--- config.mk ---
export PLATFORM = sky130hd
export DESIGN_NAME = vga_timing_gen
export DESIGN_NICKNAME = d
export VERILOG_FILES = /design/src/rtl/vga_timing_gen.sv
export SDC_FILE = /design/constraint.sdc
export NUM_CORES = 1
export LEC_CHECK = 0
export BUFFER_PORTS_ARGS = -buffer_cell sky130_fd_sc_hd__buf_2
export CAP_MARGIN = 15
export CORE_MARGIN = 10
export CORE_UTILIZATION = 55
export CTS_CLUSTER_SIZE = 8
export DETAILED_ROUTE_END_ITERATION = 12
export PLACE_DENSITY = 0.89
export SYNTH_ARGS = -nofsm -noshare
export SYNTH_HDL_FRONTEND = slang
export SYNTH_SLANG_ARGS = --single-unit
--- constraint.sdc ---
create_clock -name clock_25 -period 3 [get_ports clock_25]
set_input_delay 0.45 -clock clock_25 [delete_from_list [all_inputs] [get_ports clock_25]]
set_output_delay 0.45 -clock clock_25 [all_outputs]
set_load 0.01 [all_outputs]
--- src/rtl/vga_timing_gen.sv ---
// -----------------------------------------------------------------------------
// vga_timing_gen
//   Pixel/line counter and sync generator for a VGA raster (640x480@60 by
//   default), with a rectangular playfield window decode.
//
// Ports
//   clock_25      in   pixel clock
//   reset         in   asynchronous, active-high; holds the last pixel of frame
//   hsync         out  horizontal sync, active-low
//   vsync         out  vertical sync, active-low (whole lines)
//   display_area  out  current pixel lies in the visible region
//   game_window   out  current pixel lies in the playfield (and is visible)
//   pixel_x       out  current column (h_count), including blanking
//   pixel_y       out  current line (v_count), including blanking
//   frame_start   out  one-cycle pulse at pixel (0,0)
//   line_end      out  one-cycle pulse at pixel_x = H_TOTAL-1, every line
// -----------------------------------------------------------------------------
`timescale 1ns/1ps

module vga_timing_gen #(
  parameter int unsigned H_VISIBLE = 640,
  parameter int unsigned H_FRONT   = 16,
  parameter int unsigned H_SYNC    = 96,
  parameter int unsigned H_BACK    = 48,
  parameter int unsigned V_VISIBLE = 480,
  parameter int unsigned V_FRONT   = 10,
  parameter int unsigned V_SYNC    = 2,
  parameter int unsigned V_BACK    = 33,
  parameter int unsigned PF_X0     = 0,
  parameter int unsigned PF_Y0     = 0,
  parameter int unsigned PF_W      = 640,
  parameter int unsigned PF_H      = 480
) (
  input  logic       clock_25,
  input  logic       reset,
  output logic       hsync,
  output logic       vsync,
  output logic       display_area,
  output logic       game_window,
  output logic [9:0] pixel_x,
  output logic [9:0] pixel_y,
  output logic       frame_start,
  output logic       line_end
);

  localparam int unsigned H_TOTAL = H_VISIBLE + H_FRONT + H_SYNC + H_BACK;
  localparam int unsigned V_TOTAL = V_VISIBLE + V_FRONT + V_SYNC + V_BACK;

  // Comparisons are done at 16 bits so that porch/playfield sums never wrap.
  localparam int unsigned CW = 16;

  localparam logic [9:0]    H_LAST   = 10'(H_TOTAL - 1);
  localparam logic [9:0]    V_LAST   = 10'(V_TOTAL - 1);
  localparam logic [CW-1:0] H_VIS    = CW'(H_VISIBLE);
  localparam logic [CW-1:0] V_VIS    = CW'(V_VISIBLE);
  localparam logic [CW-1:0] HS_START = CW'(H_VISIBLE + H_FRONT);
  localparam logic [CW-1:0] HS_END   = CW'(H_VISIBLE + H_FRONT + H_SYNC);
  localparam logic [CW-1:0] VS_START = CW'(V_VISIBLE + V_FRONT);
  localparam logic [CW-1:0] VS_END   = CW'(V_VISIBLE + V_FRONT + V_SYNC);
  localparam logic [CW-1:0] PF_XL    = CW'(PF_X0);
  localparam logic [CW-1:0] PF_XR    = CW'(PF_X0 + PF_W);
  localparam logic [CW-1:0] PF_YT    = CW'(PF_Y0);
  localparam logic [CW-1:0] PF_YB    = CW'(PF_Y0 + PF_H);

  logic [9:0] h_count, v_count;
  logic [9:0] h_next,  v_next;
  logic       h_wrap,  v_wrap;

  logic [CW-1:0] hx, vy;
  logic          hsync_nx, vsync_nx, disp_nx, gw_nx, fs_nx, le_nx;
  logic          in_pf_x, in_pf_y;

  // ---------------------------------------------------------------------------
  // Next counter values
  // ---------------------------------------------------------------------------
  always_comb begin
    h_wrap = (h_count == H_LAST);
    v_wrap = (v_count == V_LAST);
    h_next = h_wrap ? '0 : h_count + 10'd1;
    if (h_wrap)
      v_next = v_wrap ? '0 : v_count + 10'd1;
    else
      v_next = v_count;
  end

  // ---------------------------------------------------------------------------
  // Decode of the *next* pixel position, so that each registered flag lines
  // up with the pixel_x/pixel_y presented in the same cycle.
  // ---------------------------------------------------------------------------
  always_comb begin
    hx       = {{(CW-10){1'b0}}, h_next};
    vy       = {{(CW-10){1'b0}}, v_next};
    disp_nx  = (hx < H_VIS) && (vy < V_VIS);
    hsync_nx = !((hx >= HS_START) && (hx < HS_END));
    vsync_nx = !((vy >= VS_START) && (vy < VS_END));
    in_pf_x  = (hx >= PF_XL) && (hx < PF_XR);
    in_pf_y  = (vy >= PF_YT) && (vy < PF_YB);
    // Gated by the visible decode so an oversized playfield cannot leak
    // into blanking.
    gw_nx    = disp_nx && in_pf_x && in_pf_y;
    fs_nx    = (h_next == '0) && (v_next == '0);
    le_nx    = (h_next == H_LAST);
  end

  // ---------------------------------------------------------------------------
  // State and output registers. Reset parks the raster on the final pixel so
  // that the first edge after release lands exactly on (0,0).
  // ---------------------------------------------------------------------------
  always_ff @(posedge clock_25 or posedge reset) begin
    if (reset) begin
      h_count      <= H_LAST;
      v_count      <= V_LAST;
      hsync        <= 1'b1;
      vsync        <= 1'b1;
      display_area <= 1'b0;
      game_window  <= 1'b0;
      frame_start  <= 1'b0;
      line_end     <= 1'b0;
    end else begin
      h_count      <= h_next;
      v_count      <= v_next;
      hsync        <= hsync_nx;
      vsync        <= vsync_nx;
      display_area <= disp_nx;
      game_window  <= gw_nx;
      frame_start  <= fs_nx;
      line_end     <= le_nx;
    end
  end

  assign pixel_x = h_count;
  assign pixel_y = v_count;

endmodule

# After elaboration in Yosys (flattened, before gate mapping)
# Index checks and enable logic that the tools add are counted.
# classes
addsub	2
n_lt_le_gt_ge	6
n_eq_ne	3
mux	3
reduce_logical	10
# ops
op	n
10-bit equality test, second input constant	3
10-bit 2-to-1 mux	3
10-bit by 1-bit adder with 10-bit output, second input constant	2
10-bit zero test	2
10-bit < comparator, second input constant	2
10-bit by 9-bit < comparator with 1-bit output, second input constant	2
10-bit >= comparator, second input constant	1
10-bit by 9-bit >= comparator with 1-bit output, second input constant	1
1-bit logical AND	6
1-bit zero test	2
# totals
reg_bits	26
in_bits	2
out_inout_bits	26
elab_cells	32

# Depth between registers and ports, before layout
# Gate-level depths: netlist of run 1.
# depth
word_depth	7
depth_mapped	8

# Worst setup path before layout of run 1
# No wires, ideal clock.
# synth_path
kind	flip-flop to flip-flop
start	register h_count[0], in the netlist pixel_x[0]
end	register frame_start
setup_ns	0.121
arrival_time_ns	2.067
t_required_ns	2.879
path_slack_ns	0.812
path_stages_with_launch	9
n_path_buf	1
synth_period_minus_slack_ns	2.188
path_cell_list	dfstp_2 > ha_1 > nand4_2 > or3_1 > buf_6 > a21o_1 > o31a_1 > nand4_1 > nor4_2
# synth_via
elab_chain_len	4
elab_cells_between_ends	7
# synth_lines
item	line_no	source
from (decl)	65	logic [9:0] h_count, v_count;
from (signal assigned)	120	h_count <= h_next;
10-bit by 1-bit adder with 10-bit output / 10-bit equality test (equally long branches)	79, 77	
10-bit 2-to-1 mux, on equally long branches	79, 80	
10-bit zero test	101	fs_nx = (h_next == '0) && (v_next == '0);
1-bit logical AND (*)	101	
net fs_nx	70	logic hsync_nx, vsync_nx, disp_nx, gw_nx, fs_nx, le_nx;
to (signal assigned)	126	frame_start <= fs_nx;
to (decl)	42	output logic frame_start,
# Mark *: on every way through the listed nets, which the timed path passes. The rest lies on a longest branch.

# Final worst setup path of run 1
# Same ends and word-level chain as after synthesis.

==> results of run 1 <==
worst max-delay path, cell delays in order, from the launching register on:
cell     delay (ns)
dfstp_2        0.59
ha_1           0.29
nand4_2        0.16
or3_1          0.51
a21o_1         0.20
o31a_1         0.31
nand4_1        0.13
nor4_2         0.05
per-stage QoR:
stage	hold slack, ns	worst slack (ns)	util, %
global route	0.364	0.515	59.6
floorplan	0.468	0.812	-
detailed placement	0.528	0.694	58.8
CTS	0.348	0.667	59.6
finish	0.316	0.658	59.6
global placement	0.519	0.768	58.8
state kept, by name, indices dropped and copies added (netlist names):
name          flops
display_area      1
frame_start       1
hsync             1
line_end          1
pixel_x          10
pixel_y          10
vsync             1
Yosys cell counts (2+ instances only):
library cell / count
dfstp_2: 12
and4_1: 2
nand3b_1: 4
a21o_1: 2
nand3_1: 9
dfrtp_1: 13
xor2_1: 3
buf_4: 3
xnor2_1: 9
nor2b_1: 2
o21ai_0: 9
nand2_1: 17
nor4b_2: 2
buf_6: 7
nand4_1: 4
nor2_1: 11
nor3_1: 3
nand4b_1: 2
a21oi_1: 4
o21ai_1: 2
ha_1: 4
nor4_1: 2
a211oi_1: 3
o31ai_1: 2
inv_1: 12
o2111ai_1: 3
and3_1: 3
cells by family (layout without fill, tap and decap cells):
family	Yosys count	count (layout)	share of synthesized area [%]
AOI/OAI and AO/OA	36	36	14.8
xor gates and xnor gates	12	12	6.20
adders and majority gates	4	4	2.95
buffers and inverters	25	45	9.96
DFF	25	25	37.8
muxes	1	1	0.590
and+or+nand+nor	75	75	27.7
layer usage:
layer	vias to the layer above	GRT usage, %	part of all wire (%)
met4	0	5.98	1.7
met1	678	17.7	44
met3	10	2.21	5.2
li1	683	-	-
met2	48	22.3	49
met5	-	0	0
power by group through the flow:
stage	Combinational, mW	Clock (mW)	Sequential (mW)
after global routing	0.00823	0.176	0.338
after global placement	0.00730	0	0.344
after CTS	0.00749	0.157	0.338
final	0.00693	0.153	0.338
after floorplan	0.00487	0	0.344
after detailed placement	0.00740	0	0.344
path summary, 6_finish.rpt:
check,start,to,slack (ns),cells past startpoint
min in group clock_25,pixel_x[0]$_DFF_PP1_,pixel_x[0]$_DFF_PP1_,0.55,1
hold reg to reg,pixel_x[0]$_DFF_PP1_,pixel_x[0]$_DFF_PP1_,0.55,1
setup / recovery,pixel_x[0]$_DFF_PP1_,frame_start$_DFF_PP0_,0.66,7
hold / removal,reset,line_end$_DFF_PP0_,0.32,2
max in group asynchronous,reset,pixel_x[6]$_DFF_PP0_,2.12,2
setup reg to reg,pixel_x[0]$_DFF_PP1_,frame_start$_DFF_PP0_,0.66,7
layout by cell type (no fill, tap or decap), types with 2 or more instances in the layout:
master	count
a211oi_1	3
a21o_1	2
a21oi_1	4
and3_1	3
and4_1	2
buf_2	27
buf_4	2
clkbuf_4	3
dfrtp_1	13
dfstp_2	12
ha_1	4
inv_1	12
nand2_1	17
nand3_1	9
nand3b_1	4
nand4_1	4
nand4b_1	2
nor2_1	11
nor2b_1	2
nor3_1	3
nor4_1	2
nor4b_2	2
o2111ai_1	3
o21ai_0	9
o21ai_1	2
o31ai_1	2
xnor2_1	9
xor2_1	3
cell type report:
class                      instances  area (um^2)  area share (%)
sequential                        25          641            35.8
clock buffer                       4         26.3            1.47
timing repair buffer              29          150            8.39
tap                               33         41.3            2.31
multi-input combinational        128          887            49.5
inverter                          12         45.0            2.52
==> results.py, run 1 <==
metrics = {
    "logic_synthesis": {
        "async_flop_share_pct": 100,
        "yosysTopAreaCell": "dfrtp_1",
        "synth_seq_cells": 25,
        "post_synth_instance_area_um2": 1700,
        "synth.yosys.warnings": 0,
        "postSynthCellCount": 178,
        "synth.avg_cell_area_um2": 9.53,
        "synth_enable_flop_cells": 0,
        "syn_nets": 184,
        "dominantRegCellSynth": "dfrtp_1",
        "synth.yosys.seq_area_share_pct": 37.8,
        "synthTopCellsByArea": "dfrtp_1, dfstp_2, buf_6, xnor2_1, nand2_1",
        "synth_top_area_share_pct": 19.2,
        "ys_types": 56,
    },
    "clocking": {
        "h-tree-depth": 1,
        "postCtsResizedCells": 0,
        "cts_setup_buffers": 0,
        "root_buffer": "clkbuf_4",
        "cts.sinks": 25,
        "clkSlewWorstSetupHoldPaths_ns": 0.13,
        "ctsHoldBuffers": 0,
        "insertion_delay_ns": 0.32,
        "cts_tree": "done",
        "cts_buffers": 3,
        "ctsLongestPathBuffers": 2,
    },
    "sta": {
        "period_share_pct": 78.1,
        "maxSlewHeadroom_pct": 37.2,
        "fin_worst_skew_ns": 0.00273,
        "setup_viol": 0,
        "fin_setup_tns_ns": 0,
        "finalHoldViolCount": 0,
        "timing.fmax_ghz": 0.427,
        "rsz0062_at_grt": "false",
        "tightest_slew_ns": 0.941,
        "fin_crit_ns": 2.34,
        "report.final.slew_viol_count": 0,
    },
    "placed_design": {
        "placed_area_um2": 1760,
        "dpl.cell_count": 227,
        "port_buffers": 27,
        "gp_congestion": 0.915,
        "hpwl_um": 2820,
    },
    "floorplanning": {
        "die_x_um": 75.5,
        "num_rows": 20,
        "boundaryPins": 28,
        "initial_utilization_pct": 56.5,
        "fp.dieH_um": 75.5,
        "core_um2": 3000,
        "dieArea_um2": 5710,
    },
    "final_layout": {
        "drive_gt1_share_pct": 28.8,
        "nFillCells": 264,
        "nets": 205,
        "stdcell_area_um2": 1790,
        "finalNonFillerCells": 231,
        "areaGrowthSynthToFinish_pct": 5.53,
        "diodes": 0,
    },
    "power_and_ir_drop": {
        "pwr-share-comb_pct": 1.4,
        "intPower_uw": 391,
        "finalPower_uw": 498,
        "pwr_density_cell_nw_per_um2": 278,
        "power.switching_uw": 108,
        "pwr-share-seq_pct": 67.8,
        "max-vdd-ir-drop_mv": 0.172,
        "pwr-share-clk_pct": 30.8,
        "netSwitchingFraction_pct": 21.6,
        "power.leakage_nw": 0.771,
    },
    "worst_setup_path": {
        "crit_path_start_kind": "flop",
        "endpoint_kind": "flop",
        "cp_max_fo": 8,
        "cp.required_ns": 3.22,
        "cp_data_arrival_time_ns": 2.56,
        "crit_type": "reg2reg",
    },
    "routing": {
        "drc": 0,
        "ant_nets": 0,
        "drtIter0Drc": 156,
        "firstDrtPassIters": 4,
        "post_drt_wl_per_cell_um": 16.6,
        "routed_wl_um": 3840,
        "vias": 1419,
        "vias_per_cell": 6.14,
    },
    "global_route": {
        "grt_overflow": 0,
        "grt_pass1_wl_um": 6250,
        "antenna_found_initial": 0,
        "grt_max_degree": 26,
        "grt_pass1_vias": 1322,
        "grt.total_usage_pct": 13.8,
    },
    "run": {
        "drv_cap": 0,
    },
    "run_status": {
        "status": "finished, final reports clean",
    },
    "worst_hold_path": {
        "hp-class": "in2async",
    },
}
Power figures use the tool's default switching activity.
==> run 2: changes to the inputs <==
==> constraint.sdc (replaced) <==
create_clock -name clock_25 -period 2.3 [get_ports clock_25]
set_input_delay 0.345 -clock clock_25 [delete_from_list [all_inputs] [get_ports clock_25]]
set_output_delay 0.345 -clock clock_25 [all_outputs]
set_load 0.01 [all_outputs]
==> results.py, run 2 (synthesis gave the netlist of run 1 again) <==
metrics = {
    "placed_design": {
        "gp_congestion": 0.868,
        "placed_area_um2": 1840,
        "port_buffers": 27,
        "hpwl_um": 2920,
    },
    "final_layout": {
        "nFillCells": 241,
        "final_util_pct": 64.8,
        "diodes": 0,
        "drive_gt1_share_pct": 36.6,
        "regArea_um2": 642,
        "nets": 220,
        "final_common_cell": "buf_2",
        "multi_input_comb_area_um2": 916,
        "final_cell_mix": "buf_2, nand2_1, buf_4",
        "stdcell_area_um2": 1950,
        "areaGrowthSynthToFinish_pct": 14.7,
    },
    "routing": {
        "vias": 1453,
        "ant_nets": 0,
        "drc": 0,
        "vias_per_cell": 5.91,
        "firstDrtPassIters": 6,
        "drtIter0Drc": 198,
        "routed_wl_um": 4000,
        "post_drt_wl_per_cell_um": 16.2,
    },
    "power_and_ir_drop": {
        "finalPower_uw": 650,
        "pwr_density_cell_nw_per_um2": 334,
        "max-vdd-ir-drop_mv": 0.230,
        "power.leakage_nw": 0.879,
    },
    "global_route": {
        "antenna_found_initial": 0,
        "grt_max_degree": 26,
        "grt_pass1_vias": 1363,
        "grt.total_usage_pct": 13.9,
        "grt_pass1_wl_um": 6310,
        "grt_overflow": 0,
    },
    "sta": {
        "fin_setup_tns_ns": 0,
        "setup_viol": 0,
        "report.final.slew_viol_count": 0,
        "fin_crit_ns": 2.20,
        "tightest_slew_ns": 0.438,
        "timing.fmax_ghz": 0.455,
        "fin_worst_skew_ns": 0.00892,
        "period_share_pct": 95.7,
        "finalHoldViolCount": 0,
        "maxSlewHeadroom_pct": 70.6,
    },
    "clocking": {
        "ctsLongestPathBuffers": 2,
        "cts_tree": "done",
        "cts.sinks": 25,
        "insertion_delay_ns": 0.32,
        "clkSlewWorstSetupHoldPaths_ns": 0.14,
        "root_buffer": "clkbuf_4",
        "ctsHoldBuffers": 0,
        "cts_buffers": 3,
        "h-tree-depth": 1,
    },
    "run_status": {
        "status": "finished, final reports clean",
    },
    "worst_setup_path": {
        "cp.required_ns": 2.53,
        "cp_max_fo": 6,
        "crit_type": "reg2reg",
        "crit_path_start_kind": "flop",
        "endpoint_kind": "flop",
        "cp_data_arrival_time_ns": 2.43,
    },
    "run": {
        "drv_cap": 0,
    },
    "floorplanning": {
        "fp.dieH_um": 75.5,
        "die_x_um": 75.5,
        "boundaryPins": 28,
        "dieArea_um2": 5710,
        "core_um2": 3000,
        "num_rows": 20,
        "initial_utilization_pct": 56.5,
    },
    "worst_hold_path": {
        "hp-class": "in2async",
    },
}
run 2: worst max-delay path: stages, from the launching register on:
cell and delay, ns:
dfstp_2 0.59, ha_2 0.21, buf_4 0.14, and4_1 0.23, nand3_1 0.09, a2111oi_1 0.38
a31o_1 0.19, nand4_1 0.12, nor4_2 0.15
run 2: repair_timing:
| action | CTS | global route |
|---|---|---|
| gates resized for setup | 0 | 7 |
| buffers inserted | 0 | 6 |
| setup endpoints to repair | 0 | 2 |
run 2: final timing paths:
| kind | slack [ns] | startpoint | to | cells after the start |
|---|---|---|---|---|
| worst max-delay path | 0.1 | pixel_x[0]$_DFF_PP1_ | frame_start$_DFF_PP0_ | 8 |
| worst min-delay path | 0.04 | reset | pixel_x[5]$_DFF_PP0_ | 3 |
| worst max register to register | 0.1 | pixel_x[0]$_DFF_PP1_ | frame_start$_DFF_PP0_ | 8 |
| worst min register to register | 0.55 | pixel_x[0]$_DFF_PP1_ | pixel_x[0]$_DFF_PP1_ | 1 |
| max in group asynchronous | 1.96 | reset | pixel_y[3]$_DFF_PP1_ | 3 |
| min in group clock_25 | 0.55 | pixel_x[0]$_DFF_PP1_ | pixel_x[0]$_DFF_PP1_ | 1 |
run 2: report_power, final:
group          switching (mW)  leakage (nW)  internal [mW]
sequential                  0         0.295          0.441
clock                   0.134        0.0177         0.0651
combinational         0.00858         0.567        0.00185
run 2: stage by stage:
step | instances | worst slack [ns] | hold slack (ns)
final | 246 | 0.100 | 0.0419
after global routing | 246 | -0.00501 | 0.0782
after CTS | 240 | 0.0429 | 0.0467
after detailed placement | 236 | 0.0777 | 0.409
after global placement | 236 | 0.155 | 0.404
after floorplan | 178 | 0.112 | 0.363
run 2: cell type report:
class                           instances  share of cell area (%)
Sequential cell                        25                    33.0
Timing Repair Buffer                   44                    14.1
Multi-Input combinational cell        128                    47.0
Inverter                               12                    2.31
Clock inverter                          1                   0.257
Tap cell                               33                    2.12
Clock buffer                            3                    1.16
run 2: routing by layer:
metal,global-route usage (%),routed length (um)
met5,0,0
met4,3.92,41
met3,2.21,237
met2,23.8,2030
met1,17.6,1690
==> run 3: changes to the inputs <==
==> constraint.sdc (replaced) <==
create_clock -name clock_25 -period 2.2 [get_ports clock_25]
set_input_delay 0.33 -clock clock_25 [delete_from_list [all_inputs] [get_ports clock_25]]
set_output_delay 0.33 -clock clock_25 [all_outputs]
set_load 0.01 [all_outputs]
==> results.py, run 3 (synthesis gave the netlist of run 1 again) <==
metrics = {
    "worst_setup_path": {
        "slowest_stage": "dfstp_2",
        "crit_path_start_kind": "flop",
        "cp_max_fo": 4,
        "endpoint_kind": "flop",
        "crit_type": "reg2reg",
        "cp_data_arrival_time_ns": 2.30,
        "cpPeakStageDelay_ns": 0.55,
        "path_cells": "ha_1, nand4_2, or3_1, nor4b_2, a21o_1, nand4b_1, nor4_2",
        "cp.required_ns": 2.43,
    },
    "sta": {
        "fin_crit_ns": 2.07,
        "finalHoldViolCount": 0,
        "report.final.slew_viol_count": 0,
        "maxSlewHeadroom_pct": 66.8,
        "rsz0062_at_grt": "true",
        "setup_viol": 0,
        "timing.fmax_ghz": 0.483,
        "fin_worst_skew_ns": 0.0117,
        "tightest_slew_ns": 0.495,
        "period_share_pct": 94.0,
    },
    "final_layout": {
        "final_common_cell": "buf_2",
        "multi_input_comb_area_um2": 902,
        "final_cell_mix": "buf_2, buf_4, nand2_1, dfrtp_1",
        "final_util_pct": 65.0,
        "diodes": 0,
        "stdcell_area_um2": 1950,
        "nets": 224,
        "nFillCells": 246,
        "regArea_um2": 641,
        "drive_gt1_share_pct": 36.9,
        "areaGrowthSynthToFinish_pct": 15.0,
    },
    "floorplanning": {
        "die_x_um": 75.5,
        "boundaryPins": 28,
        "dieArea_um2": 5710,
        "fp.dieH_um": 75.5,
        "num_rows": 20,
        "initial_utilization_pct": 56.5,
        "core_um2": 3000,
    },
    "placed_design": {
        "placed_area_um2": 1910,
        "hpwl_um": 3120,
        "gp_congestion": 0.922,
        "port_buffers": 27,
    },
    "routing": {
        "drtIter0Drc": 150,
        "routed_wl_um": 4010,
        "dr_wl_met2_um": 2100,
        "vias": 1504,
        "met1_length_um": 1620,
        "vias_per_cell": 6.02,
        "firstDrtPassIters": 5,
        "drc": 0,
        "ant_nets": 0,
        "dr.max_layer_used": "met4",
        "met3_length_um": 231,
        "post_drt_wl_per_cell_um": 16.0,
    },
    "clocking": {
        "cts_tree": "done",
        "cts.sinks": 25,
        "clkSlewWorstSetupHoldPaths_ns": 0.14,
        "h-tree-depth": 1,
        "ctsLongestPathBuffers": 2,
        "root_buffer": "clkbuf_4",
        "cts_buffers": 3,
        "insertion_delay_ns": 0.32,
    },
    "power_and_ir_drop": {
        "pwr-share-seq_pct": 67.9,
        "power.switching_uw": 145,
        "pwr_density_cell_nw_per_um2": 348,
        "pwr-share-comb_pct": 1.6,
        "intPower_uw": 534,
        "netSwitchingFraction_pct": 21.4,
        "power.leakage_nw": 0.872,
        "pwr-share-clk_pct": 30.5,
        "max-vdd-ir-drop_mv": 0.410,
    },
    "global_route": {
        "grt_overflow": 0,
        "grt_pass1_vias": 1469,
        "grt.total_usage_pct": 14.8,
        "grt_pass1_wl_um": 6720,
        "grt_max_degree": 26,
        "antenna_found_initial": 0,
    },
    "worst_hold_path": {
        "hp-class": "in2async",
    },
    "run": {
        "drv_cap": 0,
    },
    "run_status": {
        "status": "finished, final reports clean",
    },
}
[run 3: worst max-delay path, delay by kind of cell (launching register included)]
kind	cells	cell delay, ns
AO/OA/AOI/OAI	1	0.16
adder cells (fa/ha/maj)	1	0.17
flip-flops	1	0.55
AND/OR/NAND/NOR	5	1.10
[run 3: cell type report]
class / count / share of cell area, %
sequential: 25 / 32.8
clock buffer: 4 / 1.35
multi-input combinational: 128 / 46.2
tap: 33 / 2.12
timing repair buffer: 48 / 15.2
inverter: 12 / 2.31
[run 3: power by group through the flow]
stage                     clock network [mW]  logic, mW  registers, mW
final                                  0.207     0.0109          0.461
after global routing                   0.234     0.0129          0.461
after CTS                              0.213     0.0115          0.461
after detailed placement                   0     0.0115          0.468
after global placement                     0     0.0114          0.468
after floorplan                            0    0.00665          0.468
[run 3: final timing paths]
check | end | startpoint | cells past startpoint | slack [ns]
worst max-delay path | frame_start$_DFF_PP0_ | pixel_x[0]$_DFF_PP1_ | 7 | 0.13
worst min-delay path | pixel_y[1]$_DFF_PP0_ | reset | 3 | 0.02
worst max register to register | frame_start$_DFF_PP0_ | pixel_x[0]$_DFF_PP1_ | 7 | 0.13
worst min register to register | pixel_x[2]$_DFF_PP1_ | pixel_x[2]$_DFF_PP1_ | 1 | 0.60
max in group asynchronous | pixel_x[8]$_DFF_PP1_ | reset | 3 | 1.87
min in group clock_25 | pixel_x[2]$_DFF_PP1_ | pixel_x[2]$_DFF_PP1_ | 1 | 0.60
[run 3: through the flow]
stage	hold slack, ns	setup WS (ns)	setup TNS [ns]	total power, mW	instances
2_1_floorplan	0.348	0.0118	0	0.475	178
3_5_place_dp	0.393	0.119	0	0.480	246
6_report	0.0207	0.132	0	0.679	250
4_1_cts	0.0312	0.0902	0	0.685	250
5_1_grt	0.0470	-0.00235	-0.00235	0.708	250
3_3_place_gp	0.391	0.136	0	0.480	246
[run 3: layer usage]
metal | global-route usage, % | vias to the layer above
li1 | - | 718
met1 | 16.6 | 718
met2 | 27.4 | 60
met3 | 4.30 | 8
met4 | 2.27 | 0
met5 | 0 | -
[run 3: repair_timing]
| item | in CTS | in global routing |
|---|---|---|
| resized for setup | 0 | 5 |
| setup buffers | 0 | 0 |
| hold buffers | 0 | 0 |
| endpoints found under the setup margin | 0 | 3 |
